===== config.mk =====
export PLATFORM = sky130hd
export DESIGN_NAME = camera_fe_scheduler
export DESIGN_NICKNAME = d
export VERILOG_FILES = /design/src/rtl/camera_fe_scheduler.sv
export SDC_FILE = /design/constraint.sdc
export NUM_CORES = 2
export LEC_CHECK = 0
export CORE_AREA = 2 2 429 431
export CTS_CLUSTER_SIZE = 10
export DETAILED_ROUTE_END_ITERATION = 10
export DIE_AREA = 0 0 431 433
export GPL_ROUTABILITY_DRIVEN = 1
export HOLD_SLACK_MARGIN = 0.02
export PLACE_DENSITY = 0.66
export SYNTH_ARGS = -nofsm -noshare
export SYNTH_HDL_FRONTEND = slang
export SYNTH_SLANG_ARGS = --single-unit
export TNS_END_PERCENT = 10

===== constraint.sdc =====
create_clock -name clk -period 4.8 [get_ports clk]
set_clock_uncertainty 0.05 [all_clocks]
set_input_delay 0.96 -clock clk [delete_from_list [all_inputs] [get_ports clk]]
set_output_delay 0.96 -clock clk [all_outputs]
set_load 0.03 [all_outputs]

===== src/rtl/camera_fe_scheduler.sv =====
// Frame-level scheduler for the camera feature extractor:
// handshake, start pulse, watchdog, status and BatchNorm banks.
module camera_fe_scheduler #(
    parameter int CH      = 32,
    parameter int TAG_W   = 4,
    parameter int TIMEOUT = 32768
) (
    input  logic              clk,
    input  logic              rst_n,
    input  logic              frm_valid,
    output logic              frm_ready,
    input  logic [TAG_W-1:0]  frm_tag,
    output logic              fe_start,
    input  logic              fe_done,
    input  logic              abort,
    output logic              res_valid,
    input  logic              res_ready,
    output logic [TAG_W-1:0]  res_tag,
    output logic [1:0]        res_status,
    input  logic              cfg_we,
    input  logic [6:0]        cfg_addr,
    input  logic [7:0]        cfg_wdata,
    input  logic              cfg_commit,
    output logic              cfg_pending,
    output logic [CH*8-1:0]   bn_gamma,
    output logic [CH*8-1:0]   bn_beta,
    output logic [CH*8-1:0]   bn_mean,
    output logic [CH*8-1:0]   bn_var,
    output logic              busy,
    output logic [15:0]       frame_cnt,
    output logic [7:0]        timeout_cnt
);

    localparam int CW = $clog2(TIMEOUT);

    localparam logic [1:0] ST_OK  = 2'b00;
    localparam logic [1:0] ST_TO  = 2'b01;
    localparam logic [1:0] ST_AB  = 2'b10;

    typedef enum logic [1:0] {
        S_IDLE,
        S_LAUNCH,
        S_RUN,
        S_RESULT
    } state_t;

    state_t               state;
    state_t               state_nx;
    logic [TAG_W-1:0]     tag_q;
    logic [1:0]           status_q;
    logic [1:0]           status_nx;
    logic [CW-1:0]        wd_cnt;
    logic [3:0][CH*8-1:0] shadow;
    logic [3:0][CH*8-1:0] active;
    logic                 pend_q;

    logic accept;
    logic run_to;
    logic to_hit;
    logic res_hs;
    logic ch_ok;

    assign accept = (state == S_IDLE) && frm_valid;
    assign run_to = (wd_cnt == CW'(TIMEOUT - 1));
    assign to_hit = (state == S_RUN) && !fe_done && !abort && run_to;
    assign res_hs = (state == S_RESULT) && res_ready;
    assign ch_ok  = ({1'b0, cfg_addr[4:0]} < 6'(CH));

    always_comb begin
        state_nx  = state;
        status_nx = status_q;
        unique case (state)
            S_IDLE: begin
                if (frm_valid) state_nx = S_LAUNCH;
            end
            S_LAUNCH: begin
                state_nx = S_RUN;
            end
            S_RUN: begin
                // Completion outranks abort, abort outranks the watchdog
                if (fe_done) begin
                    state_nx  = S_RESULT;
                    status_nx = ST_OK;
                end else if (abort) begin
                    state_nx  = S_RESULT;
                    status_nx = ST_AB;
                end else if (run_to) begin
                    state_nx  = S_RESULT;
                    status_nx = ST_TO;
                end
            end
            S_RESULT: begin
                if (res_ready) state_nx = S_IDLE;
            end
            default: begin
                state_nx = S_IDLE;
            end
        endcase
    end

    always_ff @(posedge clk or negedge rst_n) begin
        if (!rst_n) begin
            state    <= S_IDLE;
            status_q <= ST_OK;
        end else begin
            state    <= state_nx;
            status_q <= status_nx;
        end
    end

    always_ff @(posedge clk or negedge rst_n) begin
        if (!rst_n) begin
            tag_q       <= '0;
            wd_cnt      <= '0;
            frame_cnt   <= '0;
            timeout_cnt <= '0;
        end else begin
            if (accept) tag_q <= frm_tag;
            if (state == S_LAUNCH) begin
                wd_cnt <= '0;
            end else if (state == S_RUN) begin
                wd_cnt <= wd_cnt + 1'b1;
            end
            if (to_hit && timeout_cnt != 8'hFF) begin
                timeout_cnt <= timeout_cnt + 8'd1;
            end
            if (res_hs && status_q == ST_OK) begin
                frame_cnt <= frame_cnt + 16'd1;
            end
        end
    end

    // Active banks only move on frame acceptance, from the pre-write shadow
    always_ff @(posedge clk or negedge rst_n) begin
        if (!rst_n) begin
            shadow <= '0;
            active <= '0;
            pend_q <= 1'b0;
        end else begin
            if (accept && pend_q) active <= shadow;
            if (cfg_we && ch_ok) begin
                shadow[cfg_addr[6:5]][{cfg_addr[4:0], 3'b000} +: 8] <= cfg_wdata;
            end
            if (cfg_commit) begin
                pend_q <= 1'b1;
            end else if (accept) begin
                pend_q <= 1'b0;
            end
        end
    end

    assign frm_ready   = (state == S_IDLE);
    assign fe_start    = (state == S_LAUNCH);
    assign res_valid   = (state == S_RESULT);
    assign busy        = (state != S_IDLE);
    assign res_tag     = tag_q;
    assign res_status  = status_q;
    assign cfg_pending = pend_q;
    assign bn_gamma    = active[0];
    assign bn_beta     = active[1];
    assign bn_mean     = active[2];
    assign bn_var      = active[3];

endmodule

* After elaboration in Yosys (flattened, before gate mapping) *
Cells that the tools add are included.

word-level totals
  register bits = 2096
  output and inout bits = 1059

cells by class
  $lt $le $gt $ge = 2
  muxes and demuxes = 16
  eq/ne operators = 8
  add/sub/neg operators = 4
  reduce and logical (&&, ||, !) cells = 19
  shifts and indexed selects = 2

operators with widths
  operator                                                                  number
  1024-bit bitwise mux                                                      1
  256-bit demux with 2-bit select                                           1
  256-bit two-way mux                                                       1
  8-bit by 10-bit variable shift with 256-bit output, first input constant  1
  8-bit by 10-bit variable part select with 256-bit output                  1
  15-bit two-way mux                                                        2
  16-bit by 1-bit adder with 16-bit output, second input constant           1
  2-bit two-way mux                                                         8
  15-bit by 1-bit adder with 15-bit output, second input constant           1
  15-bit equality test, second input constant                               1
  8-bit negation with 10-bit output                                         1
  1-bit logical AND                                                         9
  8-bit by 1-bit adder with 8-bit output, second input constant             1
  8-bit != test, second input constant                                      1
  2-bit one-hot mux with 4 select lines                                     1
  2-bit nonzero test                                                        3
  2-bit equality test, second input constant                                2
  2-bit zero test                                                           2
  4-bit != test, second input constant                                      1
  2-bit by 3-bit < comparator with 1-bit output, second input constant      1
  3-bit AND reduction                                                       1
  3-bit nonzero test                                                        1
  2-bit by 1-bit equality test with 1-bit output, second input constant     1
  2-bit by 1-bit >= comparator with 1-bit output, second input constant     1
  5 further kinds                                                           7

* Depth between registers and ports, before layout *
  word-level depth = 5
  mapped depth = 11
  gate-level depth less buffers = 6

* Least setup slack after synthesis *
Ideal clock, no wire load.

  path type = input-to-reg
  start = in cfg_addr[0]
  end = reg shadow[216] (netlist name)
  setup time = 0.125 ns
  path slack = 1.614 ns
  data arrival time = 3.011 ns
  stages = 10
  cells stage by stage = buf_2 -> inv_1 -> ha_1 -> buf_2 -> xor2_2 -> buf_4 -> nor3_1 -> and3b_1 -> buf_2 -> mux2_2

between the ends
  word-level cells in the longest chain between the ends = 5
  elaborated cells between the ends (all ways) = 6

RTL lines
  element                                             RTL line  source
  start: declaration                                  21        input logic [6:0] cfg_addr,
  8-bit negation with 10-bit output (*)               142       shadow[cfg_addr[6:5]][{cfg_addr[4:0], 3'b000} +: 8] <= cfg_wdata;
  8-bit by 10-bit variable shift with 256-bit output  142
  256-bit two-way mux (implied by the code)           142
  256-bit demux with 2-bit select                     142
  1024-bit bitwise mux (*)                            142
  end signal: indexed assignment                      142
  end: declaration                                    53        logic [3:0][CH*8-1:0] shadow;

Every way passes the cells marked *; elsewhere a longest branch is shown, timed or not.
A chain may end at the register's enable or synchronous reset.

* Worst setup path in the final report *
  start = in cfg_addr[1]
  end = reg shadow[22] (netlist name)

The elaborated chain is that of the path after synthesis.

==> results_tabular.tex <==
\begin{tabular}{lr}
\hline
Metric & Value \\
\hline
\multicolumn{2}{l}{\textbf{Detailed routing}} \\
Number of design-rule violations left by the first detailed-router iteration & between 2000 and 3000 \\
Drt first pass iters & 5 \\
Wirelength per Cell & 29.3 µm \\
Ratio of routed vias to standard cells & 5.48 \\
Detailed-route via count & 46900 \\
DRC viols & 0 \\
Routed wire length & 251 mm \\
Antenna viol nets, final & 0 \\
\multicolumn{2}{l}{\textbf{Final layout}} \\
Final design area excluding fillers & a little over 100000 µm² \\
Count of fill cells added during filler insertion & roughly 15000 \\
Finished Layout Cells & about 8600 \\
Fraction of layout instances using a drive strength above 1 & 0.421 \\
Total area of multi-input combinational cells & 26700 µm² \\
Final nets & 6155 \\
Layout-stage area growth over the synthesis result & 25.7\% \\
Register Area & 52500 µm² \\
\multicolumn{2}{l}{\textbf{Placed design}} \\
Gp weighted congestion & 0.860 \\
Total instance count after detailed placement & a little over 8000 \\
Half-perimeter wire length after detailed placement & 181 mm \\
Pre-CTS setup slack & roughly 0.22 ns \\
Post-Place Cell Area & 94500 µm² \\
Buffers on Ports & 1085 \\
\multicolumn{2}{l}{\textbf{Run}} \\
Max\_cap viols & 0 \\
\multicolumn{2}{l}{\textbf{Timing}} \\
Hold violation count in the final report & 0 \\
Slew of the pin with the lowest slew margin & 1.23 ns \\
TNS Setup & 0 ns \\
Minimum clock period & 3.74 ns \\
Worst Setup Slack, final & $\sim$1.1 ns \\
Slew margin rel. & 0.178 \\
Final period utilization & 0.780 \\
Max-slew violation count & 0 \\
Count of endpoints failing setup in the final report & 0 \\
RSZ-0062 raised after global routing & no \\
Fmax & 267 MHz \\
\multicolumn{2}{l}{\textbf{Clock tree}} \\
Number of buffers inserted during clock tree synthesis & 233 \\
H-tree depth reported by CTS & 4 \\
Clock tree from TritonCTS & built \\
Post-CTS Resized & 0 \\
CTS max path bufs & 3 \\
Master cell of the clock root buffer & sky130\_fd\_sc\_hd\_\_clkbuf\_16 \\
Number of hold buffers added after cts & 0 \\
Clock slew at reported path FFs & 0.05 ns \\
Clock Sink Count & approximately 2100 \\
Source-to-sink clock delay at the later pin of the worst-skew pair & 0.88 ns \\
Post-CTS setup-driven buffer insertion count & 0 \\
\multicolumn{2}{l}{\textbf{Critical path}} \\
Worst path max stage delay & 0.84 ns \\
List of cells traversed by the critical path & clkdlybuf4s50\_1, inv\_1, ha\_1, nor2b\_2, buf\_4, and3\_1, and2\_0, mux2\_2 \\
CP Max Fanout & 16 \\
Data arrival time of the critical path & 4.50 ns \\
Number of cell instances on the worst register-to-register path & 6 \\
Required time worst endpoint & 5.56 ns \\
Critical path's slowest cell & sky130\_fd\_sc\_hd\_\_clkdlybuf4s50\_1 \\
Setup crit end kind & register \\
Crit Path Category & in -> reg \\
Launch instance of the worst register-to-register path & state[0] \\
Worst reg2reg path endpoint & bn\_beta[55] \\
Startpoint class of the critical path & input port \\
Flop-to-flop setup slack & 1.84 ns \\
\multicolumn{2}{l}{\textbf{Power and ir drop}} \\
Int Pwr & 31.1 mW \\
VDD IR-drop max & approximately 370 µV \\
Sw Pwr & 12.8 mW \\
Clock Power Share & 0.356 \\
Total power divided by cell area & 435 nW/µm² \\
Sequential group share of total power & 0.454 \\
Leakage power & about 50 nW \\
Total power & 43.9 mW \\
Switching share of power & 0.291 \\
Combinational share of power & 0.189 \\
\multicolumn{2}{l}{\textbf{Logic synthesis}} \\
Part of the Yosys area used for sequential elements & 0.653 \\
Top cells by instance count after synthesis & sky130\_fd\_sc\_hd\_\_dfrtp\_1 (2096), sky130\_fd\_sc\_hd\_\_mux2\_2 (2058), sky130\_fd\_sc\_hd\_\_clkbuf\_1 (191) \\
Average cell area after synthesis & 16.3 µm² \\
Post-synthesis instance area & 80300 µm² \\
Number of synthesized flops with an enable pin & 0 \\
Count of cell types in the netlist & 62 \\
Synthesized Nets & 4968 \\
Syn. warnings & 0 \\
Synthesis-stage register bit count & approximately 2100 \\
Cell types occupying the most area after synthesis & sky130\_fd\_sc\_hd\_\_dfrtp\_1 (65\%), sky130\_fd\_sc\_hd\_\_mux2\_2 (29\%), sky130\_fd\_sc\_hd\_\_clkbuf\_1 (0.89\%) \\
Flip-flop cell with the highest count after synthesis & sky130\_fd\_sc\_hd\_\_dfrtp\_1 \\
Area share of the largest cell type after synthesis & 0.653 \\
Cell with the most instances after synthesis & sky130\_fd\_sc\_hd\_\_dfrtp\_1 \\
Top cell type by total area after synthesis & sky130\_fd\_sc\_hd\_\_dfrtp\_1 \\
Synthesized instance count & 4930 \\
Async set-or-reset flop fraction in the synthesized netlist & 1.00 \\
\multicolumn{2}{l}{\textbf{Global route}} \\
Met1 track demand over resource & 0.351 \\
Most crowded layer after global routing & met2 \\
Overall Global Routing Usage & 0.267 \\
Met3 demand-to-capacity share in global routing & 0.0432 \\
Antenna violations before repair & 22 \\
Global-route wire length before repair & about 360 mm \\
Met2 track demand over resource & 0.427 \\
Number of global-route vias before repair & approximately 50000 \\
Pin count of the biggest net entering global routing & $\sim$140 \\
GRT Residual Overflow & 0 \\
\multicolumn{2}{l}{\textbf{Floorplan}} \\
Num rows & 157 \\
Floorplan Core Area & between 150000 and 200000 µm² \\
I/O pin cnt & 1086 \\
Overall die height & 433 µm \\
Die Width & 431 µm \\
Die Outline Area & 187000 µm² \\
Starting Density & 0.441 \\
\multicolumn{2}{l}{\textbf{Hold path}} \\
Path class of the lowest-slack min-delay path & in -> async \\
\multicolumn{2}{l}{\textbf{Outcome}} \\
Run status & finished clean \\
\hline
\end{tabular}
==> power groups by stage <==
stage          Combinational [mW]  Clock, mW  Sequential (mW)
3_3_place_gp                 8.32          0             20.2
4_1_cts                      8.42       16.0             19.9
6_report                     8.32       15.7             20.0
5_1_grt                      8.69       16.7             20.0
2_1_floorplan                2.92          0             21.6
3_5_place_dp                 8.40          0             20.2
==> flip-flops by register name (all words and copies together) (netlist names) <==
| register | cells |
|---|---|
| state | 2 |
| res_status | 2 |
| bn_gamma | 256 |
| res_tag | 4 |
| frame_cnt | 16 |
| bn_beta | 256 |
| bn_var | 256 |
| bn_mean | 256 |
| timeout_cnt | 8 |
| wd_cnt | 15 |
| shadow | 1024 |
| cfg_pending | 1 |
==> how the worst max path moves through the flow <==
stage,startpoint,endpoint,slack (ns),cells past startpoint
2_1_floorplan,cfg_addr[0],shadow[216],1.61,10
3_3_place_gp,cfg_addr[1],shadow[483],0.28,7
3_5_place_dp,cfg_addr[1],shadow[480],0.22,7
4_1_cts,cfg_addr[1],shadow[480],1.16,7
5_1_grt,cfg_addr[1],shadow[150],1.06,8
6_report,cfg_addr[1],shadow[22],1.06,8
==> stage by stage <==
stage          hold WS (ns)  utilization
2_1_floorplan         0.404            -
3_3_place_gp          0.419        0.519
3_5_place_dp          0.436        0.519
4_1_cts              0.0854        0.554
5_1_grt              0.0607        0.554
6_report             0.0337        0.554
==> metal layers <==
layer | vias to the layer above | share of wire
met5 | - | 0
met2 | 1296 | 0.48
met1 | 25400 | 0.42
met3 | 444 | 0.044
met4 | 0 | 0.056
li1 | 19800 | -
==> cell families (layout without fill, tap and decap cells) <==
family	count (synthesis)	after routing	share of synthesized area
adders and majority gates	11	11	0.00171
DFF	2096	2096	0.653
AOI/OAI and AO/OA	94	94	0.0110
xor gates and xnor gates	29	29	0.00326
buffers and inverters	291	1527	0.0155
muxes	2061	2061	0.289
other	0	15	0
and+or+nand+nor	348	348	0.0263
==> cell type report <==
class | instances | area share
clock inverter | 17 | 0.00286
tap | 2385 | 0.0296
sequential | 2096 | 0.520
timing repair buffer | 1229 | 0.122
antenna | 15 | 0.000372
multi-input combinational | 2543 | 0.265
inverter | 14 | 0.000521
clock buffer | 267 | 0.0604
==> worst max-delay path, delay by kind of cell <==
family | cells | cell delay (ns)
adder cells (fa/ha/maj) | 1 | 0.51
multiplexers | 1 | 0.29
buffers and inverters | 3 | 1.26
AND/OR/NAND/NOR | 3 | 1.42
==> placed cells by master, fill, tap and decap left out, types with 14 or more instances in the layout <==
| cell | synthesis | layout |
|---|---|---|
| sky130_fd_sc_hd__nor3_1 | 33 | 25 |
| sky130_fd_sc_hd__and2_1 | 24 | 24 |
| sky130_fd_sc_hd__and3_1 | 61 | 61 |
| sky130_fd_sc_hd__clkbuf_16 | 0 | 236 |
| sky130_fd_sc_hd__buf_4 | 10 | 122 |
| sky130_fd_sc_hd__diode_2 | 0 | 15 |
| sky130_fd_sc_hd__clkdlybuf4s50_1 | 0 | 1075 |
| sky130_fd_sc_hd__and3b_1 | 30 | 30 |
| sky130_fd_sc_hd__buf_12 | 0 | 29 |
| sky130_fd_sc_hd__xnor2_1 | 21 | 20 |
| sky130_fd_sc_hd__nand3_1 | 32 | 31 |
| sky130_fd_sc_hd__o21ai_2 | 55 | 55 |
| sky130_fd_sc_hd__nor3_2 | 9 | 17 |
| sky130_fd_sc_hd__nand4_1 | 15 | 15 |
| sky130_fd_sc_hd__clkbuf_1 | 191 | 24 |
| sky130_fd_sc_hd__nor2_1 | 45 | 44 |
| sky130_fd_sc_hd__mux2_2 | 2058 | 2058 |
| sky130_fd_sc_hd__nand2_2 | 20 | 20 |
| sky130_fd_sc_hd__inv_1 | 14 | 14 |
| sky130_fd_sc_hd__nand2_1 | 26 | 26 |
| sky130_fd_sc_hd__dfrtp_1 | 2096 | 2096 |
(Power assumes the default switching activity.)
